==> config.mk <==
export PLATFORM = sky130hd
export DESIGN_NAME = i2c_pad_arb
export DESIGN_NICKNAME = d
export VERILOG_FILES = /design/src/rtl/i2c_pad_arb.sv
export SDC_FILE = /design/constraint.sdc
export NUM_CORES = 1
export LEC_CHECK = 0
export ABC_AREA = 1
export CELL_PAD_IN_SITES_DETAIL_PLACEMENT = 1
export CELL_PAD_IN_SITES_GLOBAL_PLACEMENT = 2
export CORE_MARGIN = 3
export CORE_UTILIZATION = 30
export CTS_CLUSTER_DIAMETER = 50
export DETAILED_ROUTE_END_ITERATION = 12
export PLACE_DENSITY_LB_ADDON = 0.08
export SKIP_LAST_GASP = 1
export SYNTH_ARGS = -nofsm -noshare
export SYNTH_HDL_FRONTEND = slang
export SYNTH_SLANG_ARGS = --single-unit
==> constraint.sdc <==
create_clock -name clk_i -period 1.51 [get_ports clk_i]
set_clock_uncertainty 0.2 [all_clocks]
set_input_delay 0.302 -clock clk_i [delete_from_list [all_inputs] [get_ports clk_i]]
set_output_delay 0.302 -clock clk_i [all_outputs]
set_load 0.02 [all_outputs]
==> src/rtl/i2c_pad_arb.sv <==
// Pad-ownership arbiter: hands a shared SCL/SDA pad pair to the native or the APB I2C controller,
// granting only after the bus has been quiet. Optional drain timeout: define I2C_PAD_ARB_TIMEOUT_EN.
module i2c_pad_arb #(
  parameter int unsigned IDLE_CYCLES    = 16,
  parameter int unsigned TIMEOUT_CYCLES = 65535
) (
  input  logic       clk_i,
  input  logic       rst_i,
  input  logic [1:0] req_i,
  input  logic       scl_i,
  input  logic       sda_i,
  output logic [1:0] grant_o,
  output logic       sel_o,
  output logic       gate_o,
  output logic       busy_o,
  output logic       to_irq_o
);

  if (IDLE_CYCLES < 1 || IDLE_CYCLES > 255 || TIMEOUT_CYCLES < 1 || TIMEOUT_CYCLES > 65535) begin : g_param_check
    $error("i2c_pad_arb: parameter out of range");
  end

  typedef enum logic [1:0] {IDLE, OWN, DRAIN} state_t;

  state_t     state_q, state_d;
  logic       scl_m, scl_s, scl_d, sda_m, sda_s, sda_d;
  logic       start_det, stop_det, busy_q;
  logic [7:0] quiet_q;
  logic       quiet_full;
  logic       sel_q, last_native_q, win_native, owner_req;
  logic [1:0] grant_q;
  logic       tmo_hit;

  always_ff @(posedge clk_i) begin
    if (rst_i) begin
      {scl_m, scl_s, scl_d} <= '1;
      {sda_m, sda_s, sda_d} <= '1;
    end else begin
      {scl_m, scl_s, scl_d} <= {scl_i, scl_m, scl_s};
      {sda_m, sda_s, sda_d} <= {sda_i, sda_m, sda_s};
    end
  end

  assign start_det = scl_s && scl_d && sda_d && !sda_s;
  assign stop_det  = scl_s && scl_d && !sda_d && sda_s;

  always_ff @(posedge clk_i) begin
    if (rst_i || tmo_hit) busy_q <= 1'b0;
    else if (start_det)   busy_q <= 1'b1;
    else if (stop_det)    busy_q <= 1'b0;
  end

  assign quiet_full = (quiet_q == 8'(IDLE_CYCLES));

  always_ff @(posedge clk_i) begin
    if (rst_i) quiet_q <= '0;
    else if (scl_s && sda_s && !busy_q) begin
      if (!quiet_full) quiet_q <= quiet_q + 8'd1;
    end else quiet_q <= '0;
  end

`ifdef I2C_PAD_ARB_TIMEOUT_EN
  logic [15:0] tmo_cnt_q;
  logic        irq_q;

  assign tmo_hit = (state_q == DRAIN) && busy_q && (tmo_cnt_q == 16'(TIMEOUT_CYCLES - 1));

  // Counting starts on the first edge spent in DRAIN, so the hit lands TIMEOUT_CYCLES edges after entry.
  always_ff @(posedge clk_i) begin
    if (rst_i || state_q != DRAIN || state_d != DRAIN) tmo_cnt_q <= '0;
    else if (busy_q) tmo_cnt_q <= tmo_cnt_q + 16'd1;
  end

  always_ff @(posedge clk_i) begin
    if (rst_i) irq_q <= 1'b0;
    else       irq_q <= tmo_hit;
  end

  assign to_irq_o = irq_q;
`else
  assign tmo_hit  = 1'b0;
  assign to_irq_o = 1'b0;
`endif

  // In OWN the owner is whatever sel_q was set to on the entering edge.
  assign owner_req = sel_q ? req_i[0] : req_i[1];

  always_ff @(posedge clk_i) begin
    if (rst_i) begin
      state_q       <= IDLE;
      grant_q       <= '0;
      sel_q         <= 1'b1;
      last_native_q <= 1'b0;
    end else begin
      state_q <= state_d;
      if (state_q == IDLE && state_d == OWN) begin
        sel_q         <= win_native;
        last_native_q <= win_native;
        grant_q       <= win_native ? 2'b01 : 2'b10;
      end else if (state_d != OWN) begin
        grant_q <= '0;
      end
    end
  end

  always_comb begin
    state_d    = state_q;
    win_native = req_i[0];
    if (req_i == 2'b11) win_native = !last_native_q;
    case (state_q)
      IDLE:    if ((|req_i) && quiet_full) state_d = OWN;
      OWN:     if (!owner_req) state_d = DRAIN;
      DRAIN:   if (!busy_q || tmo_hit) state_d = IDLE;
      default: state_d = IDLE;
    endcase
  end

  always_comb begin
    grant_o = grant_q;
    sel_o   = sel_q;
    gate_o  = (state_q != OWN);
    busy_o  = busy_q;
  end

endmodule

After elaboration in Yosys (flattened, before gate mapping)
Cells that the tools add are included.

cells by class
  divide/modulo/power cells = 0
  $lt $le $gt $ge = 0
  reduce and logical (&&, ||, !) cells = 18
  $add $sub $neg = 1
  multipliers = 0
  equal/unequal tests = 7
  shift-type cells = 0
  multiplexer cells = 11
  bitwise logic cells = 1

operator list
  operator                                        number
  two-way mux 2 bit                               6
  logical AND 1 bit                               9
  adder 8 x 1 -> 8 bit (second input constant)    1
  == test 8 x 5 -> 1 bit (second input constant)  1
  one-hot mux 2 bit (3 select lines)              1
  == test 2 x 1 -> 1 bit (second input constant)  2
  == test 2 bit (second input constant)           2
  zero test 1 bit                                 4
  two-way mux 1 bit                               4
  != test 2 x 1 -> 1 bit (second input constant)  2
  nonzero test 2 bit                              2
  OR reduction 2 bit                              2
  zero test 2 bit                                 1
  NOT 1 bit                                       1

storage, ports and cells
  word-level logic and storage cells = 50
  memories = 0
  bits in latches = 0
  memory bits (writable) = 0
  memory bits (read-only) = 0
  bits in registers = 21
  input bits = 6
  output and inout port bits = 6

Logic depth before layout (Yosys ltp)
Gate-level depths: netlist of the first run.

  depth in word-level cells = 7
  depth in mapped cells = 8
  gate-level depth less buffers = 8

Worst setup path after synthesis of the first run
OpenSTA, ideal clock, no wires.

  kind = register to register
  start = register quiet_q[0]
  end = register last_native_q
  data required time = 1,200 ps
  cell stages (with the launch flop) = 8
  library setup time = 110 ps
  path slack = 206 ps
  arrival = 993 ps
  period minus slack after synthesis = 1,304 ps
  path buffers = 0
  cells stage by stage = dfxtp_1 > inv_1 > ha_1 > nand3_1 > nor2_4 > nand3_2 > inv_1 > nor2_1

between the ends
  word-level cells in the longest chain between the ends = 6

RTL lines
  element                             line  source
  start, declared                     28    logic [7:0] quiet_q;
  start signal, assigned              58    if (!quiet_full) quiet_q <= quiet_q + 8'd1;
  == test 8 x 5 -> 1 bit              53    assign quiet_full = (quiet_q == 8'(IDLE_CYCLES));
  logical AND 1 bit                   111   IDLE: if ((|req_i) && quiet_full) state_d = OWN;
  two-way mux 2 bit                   111
  one-hot mux 2 bit (3 select lines)  110   case (state_q)
  == test 2 x 1 -> 1 bit              96    if (state_q == IDLE && state_d == OWN) begin
  logical AND 1 bit                   96
  end signal, assigned                98    last_native_q <= win_native;
  end, declared                       30    logic sel_q, last_native_q, win_native, owner_req;

Every way passes these cells.
A chain may end at the register's enable or synchronous reset.

Worst setup path in the final report of the first run
  start = register state_q[1]
  end = output port gate_o

between the ends
  word-level cells in the longest chain between the ends = 1

RTL lines
  element                 line  source
  start, declared         25    state_t state_q, state_d;
  start signal, assigned  95    state_q <= state_d;
  != test 2 x 1 -> 1 bit  121   gate_o = (state_q != OWN);
  end, declared           14    output logic gate_o,

Every way passes these cells.

==> results.py, run 1 <==
metrics = {
    "run_status": {
        "status": "completed",
    },
    "critical_path": {
        "cp_top_family": "flip-flops",
        "cp_slowest_cell": "dfxtp_1",
        "critPathCaptureType": "output port",
        "path_cells": "inv_2, nand2_1, clkbuf_2",
        "critPathArrivalTime_ns": 0.96,
        "crit_path_start_kind": "flip-flop",
        "crit_fanout": 2,
        "crit_buf_inv": 2,
        "cp_slowest_stage_delay_ns": 0.37,
        "required_ns": 1.01,
        "ff2ff_setup_slack_ns": 0.13,
        "worst-setup-path-type": "flip-flop to output port",
    },
    "clocking": {
        "cts_buffers": 3,
        "tritoncts": "done",
        "cts_max_path_buffers": 2,
        "clk_pin_slew_ns": 0.12,
        "root_buffer": "clkbuf_4",
        "cts.sink_count": 21,
        "ctsHoldBuffers": 0,
        "h-tree-depth": 1,
        "cts_setup_buffers": 0,
        "worstSkewPairLatency_ns": 0.30,
    },
    "synthesis": {
        "synth_cells": 120,
        "synthTopCellsByArea": "dfxtp_1 (45%), nand2_1 (8.8%), inv_1 (5.6%)",
        "yosys_warnings": 0,
        "synth_top_cell_area_share_pct": 44.9,
        "synth_fp_nets": 128,
        "syn_avg_cell_area_um2": 7.80,
        "synth-seq-cells": 21,
        "synth_area_um2": 936,
        "synth_area_leader_cell": "dfxtp_1",
        "synth.distinct_cells": 26,
        "seq_area_frac_synth_pct": 44.9,
    },
    "layout": {
        "mostFrequentLayoutCell": "nand2_1",
        "num_antenna_cells": 0,
        "fill_cells": 363,
        "drive_above_1_share_pct": 31.4,
        "fin_cells": 171,
        "area_growth_syn_to_layout_pct": 22.2,
        "final_cell_mix": "nand2_1 (22), dfxtp_1 (19), inv_1 (13), nor2_1 (9), buf_4 (8)",
        "final_nets": 149,
    },
    "sta": {
        "period_share_pct": 96.6,
        "slew_violations": 0,
        "finalHoldViolations": 0,
        "fmax_mhz": 686,
        "fin_crit_ns": 1.46,
        "setup_violations": 0,
        "rsz0062_at_grt": "true",
        "timing.final.ws_setup_ns": 0.0512,
    },
    "route": {
        "antenna_left": 0,
        "viasPerCell": 4.78,
        "wl_met3_um": 71,
        "met1Wirelength_um": 1020,
        "wl_per_cell_um": 11.8,
        "drt_pass1_iterations": 4,
        "drtIter0Drc": 19,
        "vias": 818,
        "route.detailed.drc": 0,
        "wl_met2_um": 914,
        "topRoutingLayerUsed": "met4",
        "drt-total-wl_um": 2020,
    },
    "global_routing": {
        "grt_pass1_vias": 842,
        "grt_max_degree": 13,
        "grt_remaining_overflow": 0,
        "grt_usage_pct": 13.0,
        "antenna_found_initial": 0,
        "grt_pass1_wl_um": 3660,
    },
    "worst_hold_path": {
        "hold_class": "flip-flop to flip-flop",
    },
    "die": {
        "start_util_pct": 32.8,
        "die_width_um": 61.9,
        "die_h_um": 61.9,
        "rows": 19,
        "io_pins": 12,
        "core_area_um2": 2850,
        "die-area_um2": 3830,
    },
    "power": {
        "pwr-share-comb_pct": 10.1,
        "pwr-share-clk_pct": 29.3,
        "vdd_drop_max_mv": 0.380,
        "seqPwrFrac_pct": 60.6,
        "p_sw_w": 0.000243,
        "power.internal_w": 0.000714,
        "power.density_nw_per_um2": 837,
        "p_leak_nw": 0.490,
        "swShare_pct": 25.4,
    },
    "placed_design": {
        "port_buffers": 10,
        "pre_cts_ws_ns": -0.193,
        "place_congestion": 0.736,
        "dp_hpwl_um": 1660,
        "placed_cells": 167,
    },
    "run": {
        "cap_viol_max_count": 0,
    },
}
power groups by stage:
stage | registers (W) | clock network, W | logic (W)
2_1_floorplan | 0.000590 | 0 | 0.0000531
3_3_place_gp | 0.000590 | 0 | 0.0000912
3_5_place_dp | 0.000591 | 0 | 0.0000934
4_1_cts | 0.000579 | 0.000306 | 0.0000928
5_1_grt | 0.000582 | 0.000337 | 0.000109
6_report | 0.000580 | 0.000280 | 0.0000967
worst register-to-register path, cell delays in order, from the launching register on:
cell	delay, ns
dfxtp_2	0.37
inv_2	0.06
ha_2	0.17
nand3_2	0.09
nor2_4	0.17
nand3_2	0.12
inv_1	0.07
nor2_1	0.04
state kept, by name, indices dropped and copies added (netlist names):
signal and cells:
quiet_q 8, grant_o 2, state_q 2, busy_o 1, last_native_q 1, scl_d 1, scl_m 1, scl_s 1
sda_d 1, sda_m 1, sda_s 1, sel_o 1
what timing repair did:
| item | in CTS | in global routing |
|---|---|---|
| gates resized for setup | 8 | 14 |
| endpoints found under the setup margin | 5 | 13 |
| cloned | 0 | 0 |
| pin swaps | 0 | 3 |
per-layer routing:
layer  track usage [%]  up-vias
li1                  -      418
met1              18.0      388
met2              19.3       10
met3              3.31        2
met4              5.45        0
met5                 0        -
layout make-up:
class                   count  area [um^2]  share of cell area [%]
inverters                  18         67.6                    5.91
multi-input cells          79          452                    39.5
clock inverters             1         5.00                   0.438
well taps                  31         38.8                    3.39
clock buffers               3         22.5                    1.97
flip-flops and latches     21          423                    37.0
repair buffers             18          135                    11.8
cell usage after synthesis:
cell type	number
a21boi_1	1
a21oi_1	6
a21oi_2	2
buf_4	1
clkbuf_1	1
conb_1	1
dfxtp_1	21
ha_1	2
inv_1	14
inv_2	4
nand2_1	22
nand2_2	1
nand3_1	8
nand3_2	3
nand4_1	5
nor2_1	10
nor2_2	2
nor2_4	2
nor3_1	1
nor3b_1	1
o21a_1	1
o21ai_0	2
o21ai_1	1
or2_2	6
xnor2_1	1
xor2_1	1
stage by stage:
stage	TNS [ns]	total power, W	area (um^2)	hold WS [ns]	utilization, %
global route	-0.0358	0.00103	1140	0.253	40.1
detailed placement	-1.12	0.000684	1120	0.200	39.4
global placement	-0.916	0.000681	1120	0.195	39.4
floorplan	0	0.000644	936	0.189	-
CTS	-0.144	0.000978	1150	0.236	40.3
finish	0	0.000957	1140	0.230	40.1
kinds of logic after synthesis:
kind of cell | share of synthesized area [%]
AOI/OAI and AO/OA | 8.29
xor gates and xnor gates | 1.87
adders and majority gates | 2.67
buffers and inverters | 8.42
DFF | 44.9
other | 0.401
and+or+nand+nor | 33.4
worst paths after layout:
kind,startpoint,to,cells after the start
hold reg to reg,sda_m$_SDFF_PP1_,sda_s$_SDFF_PP1_,1
setup / recovery,state_q[1]$_SDFF_PP0_,gate_o,3
hold / removal,sda_m$_SDFF_PP1_,sda_s$_SDFF_PP1_,1
setup reg to reg,quiet_q[0]$_SDFFE_PP0P_,last_native_q$_SDFFE_PP0P_,7
No activity file was read; power rests on OpenSTA's default activity.
==> inputs of run 2 (changes only) <==
Settings changed: PLACE_DENSITY_LB_ADDON 0.08 to 0.1.
==> results.py, run 2 (synthesized netlist as in run 1, its figures left out) <==
metrics = {
    "clocking": {
        "cts_max_path_buffers": 2,
        "tritoncts": "done",
        "h-tree-depth": 1,
        "clk_pin_slew_ns": 0.12,
        "cts_buffers": 3,
        "root_buffer": "clkbuf_4",
        "worstSkewPairLatency_ns": 0.30,
        "cts.sink_count": 21,
    },
    "die": {
        "io_pins": 12,
        "start_util_pct": 32.8,
        "die_h_um": 61.9,
        "die-area_um2": 3830,
        "core_area_um2": 2850,
        "die_width_um": 61.9,
        "rows": 19,
    },
    "critical_path": {
        "crit_buf_inv": 1,
        "path_cells": "clkdlybuf4s15_1",
        "crit_path_start_kind": "flip-flop",
        "required_ns": 1.01,
        "rr_worst_depth": 7,
        "timing.rr.end": "last_native_q$_SDFFE_PP0P_",
        "cp_top_family": "flip-flops",
        "cp-startpoint": "sel_o$_SDFFE_PP1P_",
        "critPathCapture": "sel_o",
        "cp_slowest_cell": "dfxtp_1",
        "ff2ff_setup_slack_ns": 0.10,
        "crit-reg2reg-launch": "quiet_q[0]$_SDFFE_PP0P_",
        "critPathArrivalTime_ns": 0.95,
        "crit_cells": 1,
        "critPathCaptureType": "output port",
        "crit_fanout": 2,
        "worst-setup-path-type": "flip-flop to output port",
        "cp_slowest_stage_delay_ns": 0.35,
    },
    "power": {
        "power.density_nw_per_um2": 822,
        "p_leak_nw": 0.493,
        "vdd_drop_max_mv": 0.380,
    },
    "sta": {
        "period_share_pct": 96.2,
        "slew_violations": 0,
        "hold_ws_ns": 0.228,
        "rsz0062_at_grt": "false",
        "finalHoldViolations": 0,
        "fmax_mhz": 688,
        "setup_violations": 0,
        "fin_crit_ns": 1.45,
    },
    "route": {
        "viasPerCell": 4.68,
        "drtIter0Drc": 19,
        "route.detailed.drc": 0,
        "wl_per_cell_um": 11.7,
        "drt_pass1_iterations": 2,
        "antenna_left": 0,
        "vias": 805,
        "drt-total-wl_um": 2010,
    },
    "placed_design": {
        "place_congestion": 0.731,
        "dp_hpwl_um": 1600,
        "port_buffers": 10,
        "placed_cells": 168,
    },
    "layout": {
        "final_nets": 150,
        "fin_cells": 172,
        "fill_cells": 370,
        "drive_above_1_share_pct": 29.8,
        "final_cell_mix": "nand2_1 (22), dfxtp_1 (18), inv_1 (14), nor2_1 (9), buf_4 (9)",
        "mostFrequentLayoutCell": "nand2_1",
        "largest_register_ffs": 8,
        "top_register": "quiet_q",
        "area_growth_syn_to_layout_pct": 22.9,
        "num_antenna_cells": 0,
    },
    "global_routing": {
        "antenna_found_initial": 0,
        "grt_pass1_wl_um": 3620,
        "grt_usage_pct": 12.8,
        "grt_pass1_vias": 848,
        "grt_remaining_overflow": 0,
        "grt_max_degree": 13,
    },
    "run_status": {
        "status": "completed",
    },
    "run": {
        "cap_viol_max_count": 0,
    },
    "worst_hold_path": {
        "hold_class": "flip-flop to flip-flop",
    },
}
==> run 2: timing repair <==
action	in CTS	in global routing
setup buffers	0	0
pin swaps	0	1
hold buffers	0	0
gates resized for setup	6	13
setup endpoints to repair	5	10
==> run 2: per-stage QoR <==
step | cell area, um^2 | setup TNS (ns) | worst slack, ns | power (W) | utilization, %
detailed placement | 1130 | -1.11 | -0.203 | 0.000683 | 39.6
finish | 1150 | 0 | 0.0571 | 0.000945 | 40.3
floorplan | 936 | 0 | 0.206 | 0.000644 | -
global route | 1150 | 0 | 0.00152 | 0.00101 | 40.3
CTS | 1150 | -0.135 | -0.135 | 0.000960 | 40.4
global placement | 1130 | -0.857 | -0.178 | 0.000681 | 39.6
==> run 2: metal layers <==
layer | part of all wire (%) | global-route usage [%] | wire, um | vias up
met5 | 0 | 0 | 0 | -
met4 | 1.0 | 5.45 | 20 | 0
met3 | 2.9 | 2.89 | 59 | 2
met2 | 49 | 21.4 | 991 | 10
met1 | 47 | 15.8 | 937 | 374
li1 | - | - | - | 419
==> run 2: cell type report <==
| type | instances | area [um^2] | share of cell area (%) |
|---|---|---|---|
| Inverter | 18 | 67.6 | 5.88 |
| Sequential cell | 21 | 424 | 36.9 |
| Clock inverter | 1 | 5.00 | 0.435 |
| Multi-Input combinational cell | 79 | 444 | 38.6 |
| Timing Repair Buffer | 19 | 148 | 12.8 |
| Clock buffer | 3 | 22.5 | 1.96 |
| Tap cell | 31 | 38.8 | 3.37 |
==> run 2: report_power, final <==
| group | switching, W | leakage [nW] | total [W] | internal [W] |
|---|---|---|---|---|
| logic | 0.0000480 | 0.304 | 0.0000917 | 0.0000437 |
| clock network | 0.000176 | 0.0177 | 0.000275 | 0.0000987 |
| registers | 0.0000106 | 0.172 | 0.000579 | 0.000569 |
==> run 2: worst min-delay path by stage <==
stage	endpoint	start	depth (start not counted)	slack, ns
after floorplan	scl_s$_SDFF_PP1_	scl_m$_SDFF_PP1_	1	0.19
after global placement	sda_s$_SDFF_PP1_	sda_m$_SDFF_PP1_	1	0.19
after detailed placement	scl_s$_SDFF_PP1_	scl_m$_SDFF_PP1_	1	0.20
after CTS	sda_s$_SDFF_PP1_	sda_m$_SDFF_PP1_	1	0.23
after global routing	scl_s$_SDFF_PP1_	scl_m$_SDFF_PP1_	1	0.25
final	scl_s$_SDFF_PP1_	scl_m$_SDFF_PP1_	1	0.23
==> run 2: worst register-to-register path, stage by stage, from the launching register on <==
cell	delay [ns]
dfxtp_2	0.36
inv_1	0.07
ha_1	0.17
nand3_1	0.12
nor2_4	0.17
nand3_2	0.11
inv_1	0.07
nor2_1	0.04
==> inputs of run 3 (changes only) <==
Settings changed: CAP_MARGIN from default to 25, CORE_UTILIZATION 30 to 27.
Clock period 1.51 ns to 1.17 ns, I/O delays scaled along.
==> results.py, run 3 (synthesized netlist as in run 1, its figures left out) <==
metrics = {
    "die": {
        "start_util_pct": 29.4,
        "core_area_um2": 3180,
        "io_pins": 12,
        "rows": 20,
        "die_h_um": 64.9,
        "die-area_um2": 4210,
        "die_width_um": 64.9,
    },
    "route": {
        "vias": 860,
        "route.detailed.drc": 0,
        "wl_per_cell_um": 11.7,
        "drt_pass1_iterations": 2,
        "drtIter0Drc": 9,
        "viasPerCell": 4.34,
        "antenna_left": 0,
        "drt-total-wl_um": 2310,
    },
    "sta": {
        "period_share_pct": 117,
        "timing.final.ws_setup_ns": -0.197,
        "fmax_mhz": 732,
        "fin_crit_ns": 1.37,
        "rsz0062_at_grt": "true",
        "slew_violations": 0,
        "setup_violations": 17,
        "finalHoldViolations": 0,
    },
    "critical_path": {
        "critPathArrivalTime_ns": 1.42,
        "crit_fanout": 5,
        "crit-reg2reg-launch": "quiet_q[1]$_SDFFE_PP0P_",
        "cp_slowest_stage_delay_ns": 0.39,
        "path_cells": "inv_2, ha_4, nand3_4, nor2_4, nand3_2, a21oi_2",
        "required_ns": 1.23,
        "worst-setup-path-type": "flip-flop to flip-flop",
        "crit_path_start_kind": "flip-flop",
        "cp-startpoint": "quiet_q[1]$_SDFFE_PP0P_",
        "critPathCaptureType": "flip-flop",
        "cp_slowest_cell": "dfxtp_4",
    },
    "global_routing": {
        "met1_usage_pct": 14.1,
        "busiest_layer": "met2",
        "grt_use_met3_pct": 2.77,
        "antenna_found_initial": 0,
        "grt_remaining_overflow": 0,
        "use_met2_pct": 22.1,
        "grt_pass1_wl_um": 4030,
        "grt_usage_pct": 12.4,
        "grt_pass1_vias": 958,
        "grt_max_degree": 13,
    },
    "layout": {
        "num_antenna_cells": 0,
        "mostFrequentLayoutCell": "nand2_1",
        "final_cell_mix": "nand2_1 (19), buf_4 (17), dfxtp_1 (13), inv_1 (10), buf_6 (10)",
        "stdcell_area_um2": 1460,
        "largest_register_ffs": 8,
        "final_nets": 163,
        "area_growth_syn_to_layout_pct": 55.7,
        "top_register": "quiet_q",
        "fin_cells": 198,
        "drive_above_1_share_pct": 54.5,
    },
    "clocking": {
        "ctsHoldBuffers": 0,
        "root_buffer": "clkbuf_4",
        "clk_pin_slew_ns": 0.13,
        "cts_buffers": 3,
        "worstSkewPairLatency_ns": 0.31,
        "cts.sink_count": 21,
        "tritoncts": "done",
        "cts_max_path_buffers": 2,
        "h-tree-depth": 1,
    },
    "power": {
        "power_w": 0.00129,
        "vdd_drop_max_mv": 0.352,
        "p_leak_nw": 0.592,
        "power.density_nw_per_um2": 886,
    },
    "worst_hold_path": {
        "hold_class": "flip-flop to flip-flop",
        "hold_start": "sda_m$_SDFF_PP1_",
    },
    "placed_design": {
        "place_congestion": 0.724,
        "dp_hpwl_um": 1720,
        "placed_cells": 191,
        "placed_area_um2": 1260,
        "port_buffers": 10,
    },
    "run_status": {
        "violations": "setup timing",
        "status": "finished with violations",
    },
    "run": {
        "cap_viol_max_count": 0,
    },
}
## run 3: cell type report
type | count | area, um^2
Fill cell | 390 | 1720
Multi-Input combinational cell | 79 | 577
Sequential cell | 21 | 435
Timing Repair Buffer | 32 | 290
Inverter | 18 | 72.6
Tap cell | 44 | 55.1
Clock buffer | 3 | 22.5
Clock inverter | 1 | 5.00
## run 3: worst paths after layout
path	endpoint	slack, ns	cells past startpoint
max	grant_o[0]$_SDFFE_PP0P_	-0.20	6
min	sda_s$_SDFF_PP1_	0.23	1
max reg2reg	grant_o[0]$_SDFFE_PP0P_	-0.20	6
min reg2reg	sda_s$_SDFF_PP1_	0.23	1
## run 3: worst max-delay path: cells and delay by family, from the launching register on
| kind | cells | cell delay, ns |
|---|---|---|
| AOI/OAI and AO/OA | 1 | 0.13 |
| adders and majority gates | 1 | 0.15 |
| buffers and inverters | 1 | 0.07 |
| DFF | 1 | 0.39 |
| and+or+nand+nor | 3 | 0.38 |
## run 3: what timing repair did
item,in CTS,in global routing
pin swaps,9,12
cloned,0,0
buffers inserted,0,5
gates resized for setup,45,24
endpoints found under the setup margin,18,19
## run 3: layer usage
metal | vias up | routed length, um
met5 | - | 0
li1 | 446 | -
met1 | 404 | 969
met4 | 0 | 10
met2 | 8 | 1270
met3 | 2 | 61
## run 3: power breakdown
group | switching [W] | leakage, nW | internal [W]
sequential | 0.0000177 | 0.174 | 0.000733
combinational | 0.0000862 | 0.400 | 0.0000880
clock | 0.000238 | 0.0177 | 0.000128
total | 0.000342 | 0.592 | 0.000949
## run 3: stage by stage
| stage | hold slack (ns) | setup TNS [ns] | worst slack (ns) | utilization [%] |
|---|---|---|---|---|
| floorplan | 0.138 | -0.177 | -0.0518 | - |
| global placement | 0.193 | -6.89 | -0.404 | 39.8 |
| detailed placement | 0.204 | -7.30 | -0.483 | 39.8 |
| CTS | 0.235 | -2.04 | -0.197 | 42.2 |
| global route | 0.251 | -3.24 | -0.252 | 45.9 |
| finish | 0.229 | -2.10 | -0.197 | 45.9 |
